[config.mk]
export PLATFORM = sky130hd
export DESIGN_NAME = alu_op_sequencer
export DESIGN_NICKNAME = d
export VERILOG_FILES = /design/src/rtl/alu_seq_pkg.sv /design/src/rtl/alu_seq_muldiv.sv /design/src/rtl/alu_op_sequencer.sv
export SDC_FILE = /design/constraint.sdc
export NUM_CORES = 1
export LEC_CHECK = 0
export ABC_AREA = 1
export CAP_MARGIN = 20
export CELL_PAD_IN_SITES_DETAIL_PLACEMENT = 1
export CELL_PAD_IN_SITES_GLOBAL_PLACEMENT = 2
export CORE_ASPECT_RATIO = 1.1
export CORE_MARGIN = 5
export CORE_UTILIZATION = 21
export CTS_CLUSTER_DIAMETER = 30
export DETAILED_ROUTE_END_ITERATION = 12
export PLACE_DENSITY_LB_ADDON = 0.1
export SYNTH_ARGS = -nofsm -noshare
export SYNTH_HDL_FRONTEND = slang
export SYNTH_SLANG_ARGS = --single-unit
[constraint.sdc]
create_clock -name Clk_in -period 1.4 [get_ports Clk_in]
set_input_delay 0.14 -clock Clk_in [delete_from_list [all_inputs] [get_ports Clk_in]]
set_output_delay 0.14 -clock Clk_in [all_outputs]
set_load 0.01 [all_outputs]
[src/rtl/alu_seq_pkg.sv]
// alu_seq_pkg
//   Shared definitions for the ALU op sequencer: function codes, the
//   controller state encoding and small classification helpers.
//   Optional feature macro: ALU_SEQ_MULDIV_EN (MULT/DIV sequencing, HI/LO).
package alu_seq_pkg;

   // Function codes understood by the combinational ALU
   localparam logic [5:0] FUNC_ADD   = 6'b100000;
   localparam logic [5:0] FUNC_ADDU  = 6'b100001;
   localparam logic [5:0] FUNC_SUB   = 6'b100010;
   localparam logic [5:0] FUNC_SUBU  = 6'b100011;
   localparam logic [5:0] FUNC_AND   = 6'b100100;
   localparam logic [5:0] FUNC_OR    = 6'b100101;
   localparam logic [5:0] FUNC_XOR   = 6'b100110;
   localparam logic [5:0] FUNC_NOR   = 6'b100111;
   localparam logic [5:0] FUNC_SLT   = 6'b101010;
   localparam logic [5:0] FUNC_SLTU  = 6'b101011;
   localparam logic [5:0] FUNC_BLTZ  = 6'b111000;
   localparam logic [5:0] FUNC_BGEZ  = 6'b111001;
   localparam logic [5:0] FUNC_BEQ   = 6'b111010;
   localparam logic [5:0] FUNC_BNE   = 6'b111011;
   localparam logic [5:0] FUNC_BLEZ  = 6'b111110;
   localparam logic [5:0] FUNC_BGTZ  = 6'b111111;

   // Codes handled by the sequencer itself (HI/LO unit)
   localparam logic [5:0] FUNC_MFHI  = 6'b010000;
   localparam logic [5:0] FUNC_MFLO  = 6'b010010;
   localparam logic [5:0] FUNC_MULT  = 6'b011000;
   localparam logic [5:0] FUNC_MULTU = 6'b011001;
   localparam logic [5:0] FUNC_DIV   = 6'b011010;
   localparam logic [5:0] FUNC_DIVU  = 6'b011011;

   typedef enum logic [2:0] {
      IDLE = 3'd0,
      EXEC = 3'd1,
      MUL  = 3'd2,
      DIV  = 3'd3,
      FIX  = 3'd4,
      RESP = 3'd5
   } state_e;

   // Only 1110xx reports a branch outcome (11100x is contained in it)
   function automatic logic is_branch_func(input logic [5:0] f);
      return (f[5:2] == 4'b1110);
   endfunction

   // Funcs that are forwarded to the external ALU
   function automatic logic is_alu_func(input logic [5:0] f);
      return (f[5:3] == 3'b100) || (f == FUNC_SLT) || (f == FUNC_SLTU) ||
             (f[5:3] == 3'b111);
   endfunction

   function automatic logic is_mul_func(input logic [5:0] f);
      return (f[5:1] == 5'b01100);
   endfunction

   function automatic logic is_div_func(input logic [5:0] f);
      return (f[5:1] == 5'b01101);
   endfunction

   // Even codes of the MULT/DIV pairs are the signed variants
   function automatic logic is_signed_muldiv(input logic [5:0] f);
      return !f[0];
   endfunction

endpackage

[src/rtl/alu_seq_muldiv.sv]
// alu_seq_muldiv
//   Iterative multiply/divide engine owning HI/LO. Multiply is shift-add
//   using the external ALU adder for the partial sum; divide is restoring
//   with an internal 33-bit compare/subtract. Signed ops work on
//   magnitudes and are corrected in the fixup step.
// Ports
//   clk_in, reset_in          clock, synchronous active-high reset
//   start_in                  load operands (accept of a MULT*/DIV* op)
//   func_in, a_in, b_in       request func and operands
//   mul_step_in, div_step_in  perform one iteration this cycle
//   fix_in                    apply sign fixup this cycle
//   alu_o_in                  ALU sum for the multiply partial add
//   last_out                  current iteration is the 32nd
//   alu_drive_out, alu_a_out, alu_b_out   ALU request for the partial add
//   hi_out, lo_out            HI/LO registers
//   lo_next_out               value LO takes at the next edge
// Only instantiated when ALU_SEQ_MULDIV_EN is defined.
module alu_seq_muldiv
   import alu_seq_pkg::*;
#(
   parameter logic [31:0] DIV0_LO = 32'hFFFF_FFFF
) (
   input  logic        clk_in,
   input  logic        reset_in,
   input  logic        start_in,
   input  logic [5:0]  func_in,
   input  logic [31:0] a_in,
   input  logic [31:0] b_in,
   input  logic        mul_step_in,
   input  logic        div_step_in,
   input  logic        fix_in,
   input  logic [31:0] alu_o_in,
   output logic        last_out,
   output logic        alu_drive_out,
   output logic [31:0] alu_a_out,
   output logic [31:0] alu_b_out,
   output logic [31:0] hi_out,
   output logic [31:0] lo_out,
   output logic [31:0] lo_next_out
);

   logic [31:0] hi_q, hi_d, lo_q, lo_d, opnd_q, opnd_d;
   logic [4:0]  cnt_q, cnt_d;
   logic        neg_a_q, neg_a_d, neg_b_q, neg_b_d;
   logic        is_div_q, is_div_d, div0_q, div0_d;

   logic        neg_a, neg_b, carry, ge;
   logic [31:0] mag_a, mag_b, sum;
   logic [32:0] rem, diff;

   // Partial add only happens when the multiplier LSB (LO[0]) is set
   assign alu_drive_out = mul_step_in && lo_q[0];
   assign alu_a_out     = alu_drive_out ? hi_q   : 32'h0;
   assign alu_b_out     = alu_drive_out ? opnd_q : 32'h0;
   assign last_out      = (cnt_q == 5'd31);
   assign hi_out        = hi_q;
   assign lo_out        = lo_q;
   assign lo_next_out   = lo_d;

   always_comb begin
      hi_d     = hi_q;
      lo_d     = lo_q;
      opnd_d   = opnd_q;
      cnt_d    = cnt_q;
      neg_a_d  = neg_a_q;
      neg_b_d  = neg_b_q;
      is_div_d = is_div_q;
      div0_d   = div0_q;

      neg_a = is_signed_muldiv(func_in) && a_in[31];
      neg_b = is_signed_muldiv(func_in) && b_in[31];
      mag_a = neg_a ? (32'd0 - a_in) : a_in;
      mag_b = neg_b ? (32'd0 - b_in) : b_in;

      // Unsigned overflow of the ALU sum is the carry into HI
      carry = alu_drive_out && (alu_o_in < alu_b_out);
      sum   = alu_drive_out ? alu_o_in : hi_q;

      rem  = {hi_q, lo_q[31]};
      diff = rem - {1'b0, opnd_q};
      ge   = (rem >= {1'b0, opnd_q});

      if (start_in) begin
         cnt_d    = 5'd0;
         neg_a_d  = neg_a;
         neg_b_d  = neg_b;
         is_div_d = is_div_func(func_in);
         div0_d   = is_div_func(func_in) && (b_in == 32'h0);
         if (!is_div_func(func_in)) begin
            hi_d   = 32'h0;
            lo_d   = mag_b;
            opnd_d = mag_a;
         end else if (b_in == 32'h0) begin
            hi_d   = a_in;
            lo_d   = DIV0_LO;
            opnd_d = 32'h0;
         end else begin
            hi_d   = 32'h0;
            lo_d   = mag_a;
            opnd_d = mag_b;
         end
      end else if (mul_step_in) begin
         {hi_d, lo_d} = {carry, sum, lo_q[31:1]};
         cnt_d        = cnt_q + 5'd1;
      end else if (div_step_in) begin
         hi_d  = ge ? diff[31:0] : rem[31:0];
         lo_d  = {lo_q[30:0], ge};
         cnt_d = cnt_q + 5'd1;
      end else if (fix_in && !div0_q) begin
         if (!is_div_q) begin
            if (neg_a_q ^ neg_b_q) begin
               {hi_d, lo_d} = 64'd0 - {hi_q, lo_q};
            end
         end else begin
            lo_d = (neg_a_q ^ neg_b_q) ? (32'd0 - lo_q) : lo_q;
            hi_d = neg_a_q ? (32'd0 - hi_q) : hi_q;
         end
      end
   end

   always_ff @(posedge clk_in) begin
      if (reset_in) begin
         hi_q     <= 32'h0;
         lo_q     <= 32'h0;
         opnd_q   <= 32'h0;
         cnt_q    <= 5'd0;
         neg_a_q  <= 1'b0;
         neg_b_q  <= 1'b0;
         is_div_q <= 1'b0;
         div0_q   <= 1'b0;
      end else begin
         hi_q     <= hi_d;
         lo_q     <= lo_d;
         opnd_q   <= opnd_d;
         cnt_q    <= cnt_d;
         neg_a_q  <= neg_a_d;
         neg_b_q  <= neg_b_d;
         is_div_q <= is_div_d;
         div0_q   <= div0_d;
      end
   end

endmodule

[src/rtl/alu_op_sequencer.sv]
// alu_op_sequencer
//   Front-end controller for the combinational 32-bit execute-stage ALU.
//   Takes one op per request handshake, drives the ALU Func/A/B ports for
//   one EXEC cycle, and registers O/Branch into a response held until the
//   consumer takes it.
// Handshakes: a transfer happens on a rising edge where valid and ready are
//   both high; valid, once raised, holds its payload stable until that edge.
// Optional feature macro: ALU_SEQ_MULDIV_EN adds MULT/MULTU/DIV/DIVU
//   sequencing (alu_seq_muldiv) plus HI/LO and MFHI/MFLO. Without it those
//   six codes answer with err=1.
// Ports
//   Clk_in, Reset_in                         clock, sync active-high reset
//   Req_valid_in/Req_ready_out               request handshake
//   Req_func_in, Req_a_in, Req_b_in, Req_tag_in   request payload
//   Alu_func_out, Alu_a_out, Alu_b_out       to ALU (zero when idle)
//   Alu_o_in, Alu_branch_in                  from ALU
//   Rsp_valid_out/Rsp_ready_in               response handshake
//   Rsp_data_out, Rsp_branch_out, Rsp_err_out, Rsp_tag_out  response payload
//   Busy_out                                 controller not idle
//   State_dbg_out                            current controller state
module alu_op_sequencer
   import alu_seq_pkg::*;
#(
   parameter int          TAG_W   = 4,
   parameter logic [31:0] DIV0_LO = 32'hFFFF_FFFF
) (
   input  logic             Clk_in,
   input  logic             Reset_in,
   input  logic             Req_valid_in,
   output logic             Req_ready_out,
   input  logic [5:0]       Req_func_in,
   input  logic [31:0]      Req_a_in,
   input  logic [31:0]      Req_b_in,
   input  logic [TAG_W-1:0] Req_tag_in,
   output logic [5:0]       Alu_func_out,
   output logic [31:0]      Alu_a_out,
   output logic [31:0]      Alu_b_out,
   input  logic [31:0]      Alu_o_in,
   input  logic             Alu_branch_in,
   output logic             Rsp_valid_out,
   input  logic             Rsp_ready_in,
   output logic [31:0]      Rsp_data_out,
   output logic             Rsp_branch_out,
   output logic             Rsp_err_out,
   output logic [TAG_W-1:0] Rsp_tag_out,
   output logic             Busy_out,
   output state_e           State_dbg_out
);

   state_e             state_q, state_d;
   logic [5:0]         func_q, func_d;
   logic [31:0]        a_q, a_d, b_q, b_d;
   logic [TAG_W-1:0]   tag_q, tag_d;
   logic [31:0]        rsp_data_q, rsp_data_d;
   logic               rsp_branch_q, rsp_branch_d;
   logic               rsp_err_q, rsp_err_d;
   logic               accept;

   assign Req_ready_out  = (state_q == IDLE) && !Reset_in;
   assign accept         = Req_valid_in && Req_ready_out;
   assign Rsp_valid_out  = (state_q == RESP);
   assign Rsp_data_out   = rsp_data_q;
   assign Rsp_branch_out = rsp_branch_q;
   assign Rsp_err_out    = rsp_err_q;
   assign Rsp_tag_out    = tag_q;
   assign Busy_out       = (state_q != IDLE);
   assign State_dbg_out  = state_q;

`ifdef ALU_SEQ_MULDIV_EN
   logic        md_start, md_last, md_drive;
   logic [31:0] md_alu_a, md_alu_b, md_hi, md_lo, md_lo_next;

   assign md_start = accept && (is_mul_func(Req_func_in) || is_div_func(Req_func_in));

   alu_seq_muldiv #(.DIV0_LO(DIV0_LO)) u_muldiv (
      .clk_in        (Clk_in),
      .reset_in      (Reset_in),
      .start_in      (md_start),
      .func_in       (Req_func_in),
      .a_in          (Req_a_in),
      .b_in          (Req_b_in),
      .mul_step_in   (state_q == MUL),
      .div_step_in   (state_q == DIV),
      .fix_in        (state_q == FIX),
      .alu_o_in      (Alu_o_in),
      .last_out      (md_last),
      .alu_drive_out (md_drive),
      .alu_a_out     (md_alu_a),
      .alu_b_out     (md_alu_b),
      .hi_out        (md_hi),
      .lo_out        (md_lo),
      .lo_next_out   (md_lo_next)
   );
`else
   logic unused_div0_lo;
   assign unused_div0_lo = ^DIV0_LO;
`endif

   // ALU port mux: ops owned by the sequencer leave the ALU at zero
   always_comb begin
      Alu_func_out = 6'b0;
      Alu_a_out    = 32'h0;
      Alu_b_out    = 32'h0;
      if ((state_q == EXEC) && is_alu_func(func_q)) begin
         Alu_func_out = func_q;
         Alu_a_out    = a_q;
         Alu_b_out    = b_q;
      end
`ifdef ALU_SEQ_MULDIV_EN
      if ((state_q == MUL) && md_drive) begin
         Alu_func_out = FUNC_ADDU;
         Alu_a_out    = md_alu_a;
         Alu_b_out    = md_alu_b;
      end
`endif
   end

   always_comb begin
      state_d      = state_q;
      func_d       = func_q;
      a_d          = a_q;
      b_d          = b_q;
      tag_d        = tag_q;
      rsp_data_d   = rsp_data_q;
      rsp_branch_d = rsp_branch_q;
      rsp_err_d    = rsp_err_q;
      case (state_q)
         IDLE: begin
            if (accept) begin
               func_d  = Req_func_in;
               a_d     = Req_a_in;
               b_d     = Req_b_in;
               tag_d   = Req_tag_in;
               state_d = EXEC;
`ifdef ALU_SEQ_MULDIV_EN
               // Divide by zero skips the iterations and goes straight to FIX
               if (is_mul_func(Req_func_in)) begin
                  state_d = MUL;
               end else if (is_div_func(Req_func_in)) begin
                  state_d = (Req_b_in == 32'h0) ? FIX : DIV;
               end
`endif
            end
         end
         EXEC: begin
            rsp_branch_d = 1'b0;
            rsp_err_d    = 1'b0;
            if (is_alu_func(func_q)) begin
               rsp_data_d   = Alu_o_in;
               rsp_branch_d = is_branch_func(func_q) && Alu_branch_in;
            end
`ifdef ALU_SEQ_MULDIV_EN
            else if (func_q == FUNC_MFHI) begin
               rsp_data_d = md_hi;
            end else if (func_q == FUNC_MFLO) begin
               rsp_data_d = md_lo;
            end
`endif
            else begin
               rsp_data_d = 32'h0;
               rsp_err_d  = 1'b1;
            end
            state_d = RESP;
         end
`ifdef ALU_SEQ_MULDIV_EN
         MUL, DIV: begin
            if (md_last) state_d = FIX;
         end
         FIX: begin
            // LO is updated by the fixup on this same edge, so take its next value
            rsp_data_d   = md_lo_next;
            rsp_branch_d = 1'b0;
            rsp_err_d    = 1'b0;
            state_d      = RESP;
         end
`endif
         RESP: begin
            if (Rsp_ready_in) state_d = IDLE;
         end
         default: state_d = IDLE;
      endcase
   end

   always_ff @(posedge Clk_in) begin
      if (Reset_in) begin
         state_q      <= IDLE;
         func_q       <= 6'b0;
         a_q          <= 32'h0;
         b_q          <= 32'h0;
         tag_q        <= '0;
         rsp_data_q   <= 32'h0;
         rsp_branch_q <= 1'b0;
         rsp_err_q    <= 1'b0;
      end else begin
         state_q      <= state_d;
         func_q       <= func_d;
         a_q          <= a_d;
         b_q          <= b_d;
         tag_q        <= tag_d;
         rsp_data_q   <= rsp_data_d;
         rsp_branch_q <= rsp_branch_d;
         rsp_err_q    <= rsp_err_d;
      end
   end

endmodule

==> results.yml <==
detailed_routing:
  drtIter0Drc: 180
  vias: 5183
  post-route-drc-count: 0
  postRouteAntennaNets: 0
  drt_first_pass_iters: 4
  totalWireLength_mm: 20.58
  routedWlPerCell_um: 17.32
  drt-vias-per-instance: 4.363
place:
  place.gp.congestion: 0.7389
  dpl.hpwl_mm: 13.97
  dp_slack_ns: -0.4261
  dp.cells: 1154
  port-buffer-count: 223
sta:
  clock_skew_ns: 0.005898
  worst_slack_ns: -0.2995
  finalCritPeriodShare_pct: 121.4
  fin_setup_tns_ns: -19.42
  min_period_ns: 1.700
  grt_setup_unrepaired: "yes"
  drv_slew: 0
  finalSetupViolCount: 142
  fmax_mhz: 588.4
  hold_violations: 0
floorplanning:
  fp-row-count: 57
  die-area_um2: 25630
  die_y_um: 167.4
  core_area_um2: 22110
  pin_count: 225
  die_width_um: 153.1
  initial_core_util_pct: 21.40
worst_setup_path:
  cp_max_fo: 24
  end_kind: "output pin"
  rr_worst_depth: 9
  worst_ep_required_time_ns: 1.26
  start_kind: "flip-flop"
  arrival_ns: 1.56
  worstSetupPathType: "flip-flop to output pin"
grt:
  grt_pass1_wl_mm: 31.84
  grt_pass1_vias: 5573
  grt_start_max_net_pins: 56
  grt.overflow.total: 0
  antenna_found_initial: 1
  track_usage_pct: 15.40
clocking:
  cts_hold_buf: 0
  cts_tree: "yes"
  clock_latency_ns: 0.35
  cts.sinks: 110
  root_buffer: "clkbuf_16"
  clk_pin_slew_ns: 0.07
  cts_made_buffers: 9
  clk_path_buf_depth: 2
  h-tree-depth: 3
final_layout:
  fin_nets: 999
  drive_above_1_share_pct: 25.11
  final_cells: 1188
  area_growth_pct: 72.15
  fillers: 2666
logic_synthesis:
  avgSynthCellArea_um2: 7.267
  synth_mux_area_share_pct: 0
  netlist_top_cells_area: "dfxtp_1, nand3_1, nand2_1"
  yosys.area.top_type: "dfxtp_1"
  synthCells: 651
  synth-simple-area-share_pct: 36.87
  synth.distinct_cells: 20
  synth_top_family_by_area: "simple AND/OR/NAND/NOR gates"
  synth_nets: 762
  ys_warn_count: 0
  ys_seq_elements: 110
  synth_fa_ha_area_share_pct: 0
  synth_compound_area_share_pct: 3.756
  synth-xor-area-share_pct: 0
  seq_area_frac_synth_pct: 46.55
  synthesis.area_um2: 4731
  synth_top_area_share_pct: 46.55
flow_run:
  maxCapViolCount: 0
pwr:
  power.switching_mw: 2.170
  finalPower_mw: 7.871
  intPower_mw: 5.701
  pwr-share-comb_pct: 21.4
  switching_share_pct: 27.57
  power_leakage_nw: 4.098
  seqPwrFrac_pct: 44.2
  ir_drop_mv: 0.6242
  p_per_area_nw_per_um2: 966.4
  clkPwrFrac_pct: 34.4
worst_hold_path:
  min_delay_path_depth: 3
  hold_path.class: "input pin to flip-flop"
status:
  status: "finished, violations left"
  violations: "negative setup slack"
[kinds of logic (layout without fill, tap and decap cells)]
logic type / count (synthesis) / in the layout
compound gates: 35 / 35
buf+inv: 131 / 371
flops: 110 / 110
other cells: 1 / 2
simple gates: 374 / 375
[cell usage after synthesis]
cell      number
buf_6          7
nand3_1      163
nand3_2       18
nand2_2        2
inv_2          1
nor2_4         2
nor3_1         1
o21ai_0        1
nor2_1        75
o31ai_1        1
inv_1         77
clkbuf_1      10
nand4_1        1
buf_4          6
a21oi_1       33
buf_1          1
conb_1         1
nand2_1      112
buf_2         29
dfxtp_1      110
[registers in the layout, indices dropped and copies added (netlist names)]
signal / count
Rsp_data_out: 32
a_q: 32
b_q: 32
func_q: 6
Rsp_tag_out: 4
State_dbg_out: 2
Rsp_branch_out: 1
Rsp_err_out: 1
[area by class of cell]
class                      count  area, µm²  share of cell area (%)
antenna                        1      2.502                 0.03073
clock buffer                  11      252.7                   3.103
sequential                   110       2210                   27.13
multi-input combinational    411       2133                   26.19
clock inverter                 4      55.05                  0.6760
tap                          295      369.1                   4.532
timing repair buffer         278       2829                   34.74
inverter                      78      292.8                   3.595
[through the flow]
step	util [%]	hold slack, ns	area (µm²)
5_1_grt	36.84	0.3162	8144
6_report	36.84	0.2974	8144
3_5_place_dp	33.39	0.4560	7382
4_1_cts	35.89	0.2840	7935
3_3_place_gp	33.39	0.4487	7382
2_1_floorplan	-	0.2783	4731
[power by group through the flow]
| stage | combinational [mW] | sequential [mW] | clock, mW |
|---|---|---|---|
| CTS | 1.65 | 3.48 | 2.82 |
| finish | 1.68 | 3.48 | 2.71 |
| global route | 1.84 | 3.51 | 2.94 |
| global placement | 1.38 | 3.53 | 0 |
| detailed placement | 1.40 | 3.55 | 0 |
| floorplan | 0.633 | 3.54 | 0 |
[repair_timing]
action,CTS,global route
buffers inserted,6,2
endpoints found under the setup margin,170,218
cloned,9,4
pin swaps,5,5
resized for setup,345,96
[cells in the final DEF (no fill, tap or decap), drive strengths merged]
| master | n |
|---|---|
| nand3 | 181 |
| nor2 | 77 |
| o21ai | 1 |
| dfxtp | 110 |
| a21oi | 33 |
| conb | 1 |
| dlymetal6s2s | 37 |
| clkdlybuf4s50 | 110 |
| dlygate4sd2 | 2 |
| diode | 1 |
| nor3 | 1 |
| clkinv | 1 |
| clkbuf | 16 |
| nand4 | 1 |
| o31ai | 1 |
| bufbuf | 1 |
| clkinvlp | 1 |
| bufinv | 1 |
| buf | 123 |
| inv | 79 |
| nand2 | 115 |
[worst paths after layout]
| path | start | to | slack [ns] |
|---|---|---|---|
| worst max-delay path | func_q[4]$_SDFFE_PP0P_ | Alu_func_out[4] | -0.30 |
| worst min register to register | a_q[24]$_SDFFE_PP0P_ | a_q[24]$_SDFFE_PP0P_ | 0.46 |
| worst max register to register | State_dbg_out[2]$_SDFFE_PP0P_ | b_q[6]$_SDFFE_PP0P_ | -0.08 |
| worst min-delay path | Req_valid_in | a_q[2]$_SDFFE_PP0P_ | 0.30 |
[routing by layer]
metal  track usage, %  vias to the layer above  wire [µm]
li1                 -                     2537          -
met1            19.25                     2477       9151
met2            26.31                      153       9923
met3            3.924                       16       1183
met4            4.262                        0        320
met5                0                        -          0
[critical path: stages (launching register included)]
cell and delay [ns]:
dfxtp_2 0.35, inv_2 0.08, nor2_4 0.05, nor2_4 0.16
nand2_8 0.11, buf_12 0.18, nor2_2 0.12, buf_2 0.15
Note: power is estimated with default switching activity, not from simulation.
